**src/rtl/calc_pkg.sv**
```systemverilog
// Shared types for the calculator board: operand width, operation codes
// and the front-end stage codes shown on the status display.
package calc_pkg;

    localparam int unsigned CALC_W = 7;

    typedef enum logic [1:0] {
        OP_SOMA  = 2'b00,
        OP_SUB   = 2'b01,
        OP_MULTI = 2'b10
    } op_t;

    typedef enum logic [2:0] {
        ST_OFF    = 3'd0,
        ST_ENT_A  = 3'd1,
        ST_ENT_B  = 3'd2,
        ST_SEL_OP = 3'd3,
        ST_SHOW   = 3'd4
    } stage_t;

    function automatic op_t op_next(input op_t o);
        case (o)
            OP_SOMA: return OP_SUB;
            OP_SUB:  return OP_MULTI;
            default: return OP_SOMA;
        endcase
    endfunction

endpackage

```
**src/rtl/key_debounce.sv**
```systemverilog
// One push-button: 2-FF synchronizer, consecutive-sample debounce and a
// single-cycle pulse on each debounced press (stable 1->0).
module key_debounce #(
    parameter int unsigned DB_CYCLES = 250000
) (
    input  logic clk,
    input  logic rst_n,
    input  logic key_n,
    output logic press
);

    localparam int unsigned    CW   = $clog2(DB_CYCLES);
    localparam logic [CW-1:0]  LAST = CW'(DB_CYCLES - 1);

    logic          s1, s2;
    logic          stable, stable_d;
    logic [CW-1:0] cnt;

    always_ff @(posedge clk or negedge rst_n) begin
        if (!rst_n) begin
            s1       <= 1'b1;
            s2       <= 1'b1;
            stable   <= 1'b1;
            stable_d <= 1'b1;
            cnt      <= '0;
            press    <= 1'b0;
        end else begin
            s1       <= key_n;
            s2       <= s1;
            stable_d <= stable;
            press    <= stable_d & ~stable;
            // stable flips on the DB_CYCLES-th consecutive disagreeing sample
            if (s2 == stable) begin
                cnt <= '0;
            end else if (cnt == LAST) begin
                stable <= s2;
                cnt    <= '0;
            end else begin
                cnt <= cnt + CW'(1);
            end
        end
    end

endmodule

```
**src/rtl/calc_input_ctrl.sv**
```systemverilog
// Calculator front end: debounced keys drive the OFF/A/B/op/show sequence
// and the registered operand, op, go and enable outputs to the core.
module calc_input_ctrl
    import calc_pkg::*;
#(
    parameter int unsigned W         = CALC_W,
    parameter int unsigned DB_CYCLES = 250000
) (
    input  logic         clk,
    input  logic         rst_n,
    input  logic [W-1:0] sw,
    input  logic         key_pwr_n,
    input  logic         key_next_n,
    input  logic         key_op_n,
    input  logic         key_back_n,
    output logic [W-1:0] a_out,
    output logic [W-1:0] b_out,
    output logic [1:0]   op,
    output logic         go,
    output logic         en,
    output logic [2:0]   stage
);

    logic [W-1:0] sw_s1, sw_s2;
    logic         ev_pwr, ev_next, ev_op, ev_back;

    stage_t       state_q, state_d;
    logic [W-1:0] a_q, a_d, b_q, b_d;
    op_t          op_q, op_d;
    logic         go_q, go_d;

    key_debounce #(.DB_CYCLES(DB_CYCLES)) u_pwr  (.clk(clk), .rst_n(rst_n), .key_n(key_pwr_n),  .press(ev_pwr));
    key_debounce #(.DB_CYCLES(DB_CYCLES)) u_next (.clk(clk), .rst_n(rst_n), .key_n(key_next_n), .press(ev_next));
    key_debounce #(.DB_CYCLES(DB_CYCLES)) u_op   (.clk(clk), .rst_n(rst_n), .key_n(key_op_n),   .press(ev_op));
    key_debounce #(.DB_CYCLES(DB_CYCLES)) u_back (.clk(clk), .rst_n(rst_n), .key_n(key_back_n), .press(ev_back));

    always_ff @(posedge clk or negedge rst_n) begin
        if (!rst_n) begin
            sw_s1   <= '0;
            sw_s2   <= '0;
            state_q <= ST_OFF;
            a_q     <= '0;
            b_q     <= '0;
            op_q    <= OP_SOMA;
            go_q    <= 1'b0;
        end else begin
            sw_s1   <= sw;
            sw_s2   <= sw_s1;
            state_q <= state_d;
            a_q     <= a_d;
            b_q     <= b_d;
            op_q    <= op_d;
            go_q    <= go_d;
        end
    end

    always_comb begin
        state_d = state_q;
        a_d     = a_q;
        b_d     = b_q;
        op_d    = op_q;

        case (state_q)
            ST_ENT_A: a_d = sw_s2;
            ST_ENT_B: b_d = sw_s2;
            default:  ;
        endcase

        // one event honoured per cycle: pwr > back > next > op
        if (ev_pwr) begin
            state_d = (state_q == ST_OFF) ? ST_ENT_A : ST_OFF;
            a_d     = '0;
            b_d     = '0;
            op_d    = OP_SOMA;
        end else if (state_q != ST_OFF) begin
            if (ev_back) begin
                case (state_q)
                    ST_ENT_B:  state_d = ST_ENT_A;
                    ST_SEL_OP: state_d = ST_ENT_B;
                    ST_SHOW:   state_d = ST_SEL_OP;
                    default:   ;
                endcase
            end else if (ev_next) begin
                case (state_q)
                    ST_ENT_A:  state_d = ST_ENT_B;
                    ST_ENT_B:  state_d = ST_SEL_OP;
                    ST_SEL_OP: state_d = ST_SHOW;
                    ST_SHOW: begin
                        state_d = ST_ENT_A;
                        a_d     = '0;
                        b_d     = '0;
                        op_d    = OP_SOMA;
                    end
                    default:   ;
                endcase
            end else if (ev_op && state_q == ST_SEL_OP) begin
                op_d = op_next(op_q);
            end
        end

        go_d = (state_d == ST_SHOW) && (state_q != ST_SHOW);
    end

    assign a_out = a_q;
    assign b_out = b_q;
    assign op    = op_q;
    assign go    = go_q;
    assign en    = (state_q != ST_OFF);
    assign stage = state_q;

endmodule

```
**config.mk**
```make
export PLATFORM = sky130hd
export DESIGN_NAME = calc_input_ctrl
export DESIGN_NICKNAME = d
export VERILOG_FILES = /design/src/rtl/calc_pkg.sv /design/src/rtl/key_debounce.sv /design/src/rtl/calc_input_ctrl.sv
export SDC_FILE = /design/constraint.sdc
export NUM_CORES = 1
export LEC_CHECK = 0
export ABC_CLOCK_PERIOD_IN_PS = 3000
export BUFFER_PORTS_ARGS = -buffer_cell sky130_fd_sc_hd__buf_2
export CORE_MARGIN = 2
export CORE_UTILIZATION = 55
export DETAILED_ROUTE_END_ITERATION = 16
export PLACE_DENSITY = 0.82
export SLEW_MARGIN = 10
export SYNTH_ARGS = -nofsm -noshare
export SYNTH_HDL_FRONTEND = slang
export SYNTH_SLANG_ARGS = --single-unit
```
**constraint.sdc**
```tcl
create_clock -name clk -period 3 [get_ports clk]
set_clock_uncertainty 0.1 [all_clocks]
set_input_delay 0.15 -clock clk [delete_from_list [all_inputs] [get_ports clk]]
set_output_delay 0.15 -clock clk [all_outputs]
set_load 0.01 [all_outputs]
```
==> flow_metrics.env <==
export IMPL_ctsLongestPathBuffers=2
export IMPL_max_freq_ghz=0.451
export IMPL_clock_sinks=126
export IMPL_final_common_cell="dfrtp_1"
export IMPL_period_minus_slack_ps=2220
export IMPL_pre_cts_slack_ps=799
export IMPL_ys_warn_count=0
export IMPL_fin_crit_sh=0.738
export IMPL_grt_setup_unrepaired="no"
export IMPL_crit_required_ps=3250
export IMPL_cts_tree="yes"
export IMPL_clkLatencyLatePin_ps=520
export IMPL_core_area_sq_mm=0.0101
export IMPL_antennaDiodeCount=0
export IMPL_cpLargestDelayFamily="compound AO/OA/AOI/OAI gates"
export IMPL_via_per_inst=5.72
export IMPL_slew_violations=0
export IMPL_track_usage=0.226
export IMPL_setup_viol=0
export IMPL_rr_worst_depth=4
export IMPL_powerDensity_mw_per_mm2=592
export IMPL_setup_worst_path_start="u_back.cnt[0]"
export IMPL_multi_input_area_sq_mm=0.00233
export IMPL_hold_ws_ps=145
export IMPL_vdd_ir_drop_worst_uv=352
export IMPL_crit_chain="ha_1 -> nand3_1 -> o41ai_4 -> nor2_1"
export IMPL_fin_setup_tns_ps=0
export IMPL_netlist_cell_type_count=51
export IMPL_drive_gt1_frac=0.174
export IMPL_cp_endpoint="u_back.cnt[14]"
export IMPL_power_leakage_nw=2.84
export IMPL_nNetsFinal=592
export IMPL_num_rows=37
export IMPL_max_stage_delay_ps=920
export IMPL_ys_flop_type="dfrtp_1"
export IMPL_final_cell_mix="dfrtp_1, nor2_1, xnor2_1"
export IMPL_numCtsBuffers=17
export IMPL_antenna_found_initial=0
export IMPL_netlist_instances=523
export IMPL_via_count=4134
export IMPL_drt_iter0_drc=254
export IMPL_tightest_slew_ps=929
export IMPL_cap_violations=0
export IMPL_mappedNetlistArea_sq_mm=0.00565
export IMPL_reg2reg_to="u_back.cnt[14]"
export IMPL_drcViolationCount=0
export IMPL_syn_avg_cell_area_sq_um=10.8
export IMPL_hold_viol_final=0
export IMPL_synth_compound_area_frac=0.0575
export IMPL_cp_start_kind="flip-flop"
export IMPL_synth_edf_count=0
export IMPL_synth_xor_area_frac=0.0945
export IMPL_grt_pass1_vias=4181
export IMPL_worst_slack_ps=785
export IMPL_hpwlAfterDp_mm=6.99
export IMPL_outcome="complete, no violations"
export IMPL_die_x_microns=105
export IMPL_routed_wl_mm=11.6
export IMPL_grt_overflow=0
export IMPL_relSlewSlack=0.379
export IMPL_clkTransAtPathRegs_ps=50
export IMPL_synth_seq_area_share=0.561
export IMPL_regToRegSetupSlack_ps=780
export IMPL_gp_congestion=0.839
export IMPL_numPortBuffers=33
export IMPL_cp_depth=4
export IMPL_seq_area_sq_mm=0.00317
export IMPL_area_delta_synth_final_pct=17.8
export IMPL_arrival_ps=2470
export IMPL_first_pass_iters=4
export IMPL_ioPinCount=34
export IMPL_crit_fanout=18
export IMPL_grt_first_pass_wirelength_mm=19.8
export IMPL_root_buffer="clkbuf_8"
export IMPL_hold_path_class="input pin to asynchronous set/reset pin"
export IMPL_synth_fa_ha_area_frac=0.00885
export IMPL_synthMuxAreaShare=0.0241
export IMPL_ctsHtreeMaxLevel=4
export IMPL_synth_async_sr_flop_share=1.00
export IMPL_syn_num_nets=540
export IMPL_ys_ff_latch=126
export IMPL_dieArea_sq_mm=0.0111
export IMPL_nFillCells=713
export IMPL_wl_per_cell_microns=16.1
export IMPL_utilization=0.657
export IMPL_path_class="flip-flop to flip-flop"
export IMPL_grt_max_degree=62
export IMPL_r2r_start="u_back.cnt[0]"
export IMPL_end_kind="flip-flop"
export IMPL_post_cts_buffers=0
export IMPL_die_h_microns=105
export IMPL_crit_slowest_cell="o41ai_4"
export IMPL_path_buf_inv=0
export IMPL_synth_top_family_by_area="simple AND/OR/NAND/NOR gates"
export IMPL_initial_core_util=0.558
export IMPL_synth_simple_area_share=0.227
export IMPL_ant_nets=0
==> final cells by class <==
cell class | instances | share of cell area
Inverter | 16 | 0.00902
Multi-Input combinational cell | 363 | 0.350
Clock buffer | 24 | 0.0691
Sequential cell | 126 | 0.476
Timing Repair Buffer | 51 | 0.0500
Tap cell | 136 | 0.0255
Clock inverter | 7 | 0.0203
==> cell families (layout without fill, tap and decap cells) <==
kind of cell / count (synthesis) / after routing
simple gates: 245 / 245
flops: 126 / 126
xor+xnor: 61 / 61
compound gates: 40 / 40
buf+inv: 34 / 98
mux: 13 / 13
fa+ha+maj: 4 / 4
==> per-layer routing <==
layer	global-route usage	vias to the layer above	share of wire
li1	-	1922	-
met1	0.293	2082	0.44
met2	0.369	108	0.51
met3	0.0569	22	0.035
met4	0.0848	0	0.019
met5	0	-	0
==> flip-flops by register name (all words and copies together) (netlist names), 2 cells and up <==
| register | count |
|---|---|
| b_out | 7 |
| sw_s1 | 7 |
| op | 2 |
| u_next.cnt | 18 |
| stage | 3 |
| u_pwr.cnt | 18 |
| u_back.cnt | 18 |
| sw_s2 | 7 |
| a_out | 7 |
| u_op.cnt | 18 |
==> repair_timing <==
item | CTS | global route
hold endpoints to repair | 63 | 0
resized for setup | 0 | 0
hold buffers | 12 | 0
==> stage by stage <==
| stage | instance area [sq um] | power (mW) | cells |
|---|---|---|---|
| detailed placement | 5950 | 1.88 | 680 |
| global placement | 5950 | 1.87 | 680 |
| global route | 6660 | 4.07 | 723 |
| finish | 6660 | 3.95 | 723 |
| floorplan | 5650 | 1.82 | 523 |
| CTS | 6660 | 3.97 | 723 |
==> worst min path at each step <==
stage	depth (start not counted)	from	to
2_1_floorplan	0	rst_n	a_out[0]
3_3_place_gp	1	rst_n	sw_s1[4]
3_5_place_dp	1	rst_n	sw_s1[4]
4_1_cts	2	key_pwr_n	u_pwr.s1
5_1_grt	2	sw[0]	sw_s1[0]
6_report	2	rst_n	a_out[3]
==> cells in the mapped netlist (2+ instances only) <==
cell type	number	area, sq um
clkbuf_1	9	33.8
xor2_1	16	140
nand3_1	25	125
buf_2	4	20.0
nor2b_1	4	25.0
o21bai_1	2	15.0
buf_6	2	22.5
nor2_1	85	319
nor3b_1	2	15.0
a21oi_1	18	90.1
nor3_1	14	70.1
or4_1	2	15.0
o31ai_1	2	15.0
o41ai_4	4	110
xnor2_1	45	394
dfstp_2	16	420
nor4_1	27	169
nor4bb_1	2	20.0
o21ai_0	6	30.0
mux2_2	5	56.3
dfrtp_1	110	2750
nand4_4	2	42.5
and4_1	3	26.3
o41ai_1	2	17.5
inv_1	16	60.1
buf_1	2	7.51
or3_1	5	31.3
nand3_2	3	30.0
nand3b_1	2	15.0
or4b_1	3	30.0
nand2_1	40	150
mux2i_1	8	80.1
nand4_1	15	93.8
ha_1	4	50.1
nor4b_2	2	30.0
==> report_power, final <==
| group | total (mW) | internal, mW | leakage (nW) | switching, mW |
|---|---|---|---|---|
| Combinational | 0.106 | 0.0394 | 0.881 | 0.0670 |
| Clock | 2.08 | 1.38 | 0.293 | 0.697 |
| Sequential | 1.76 | 1.73 | 1.66 | 0.0228 |
==> worst reg2reg max path, delay by kind of cell (launching register included) <==
family / cells / cell delay [ps]
fa+ha+maj: 1 / 200
flops: 1 / 400
simple gates: 2 / 430
compound gates: 1 / 930
Power figures use the tool's default switching activity.
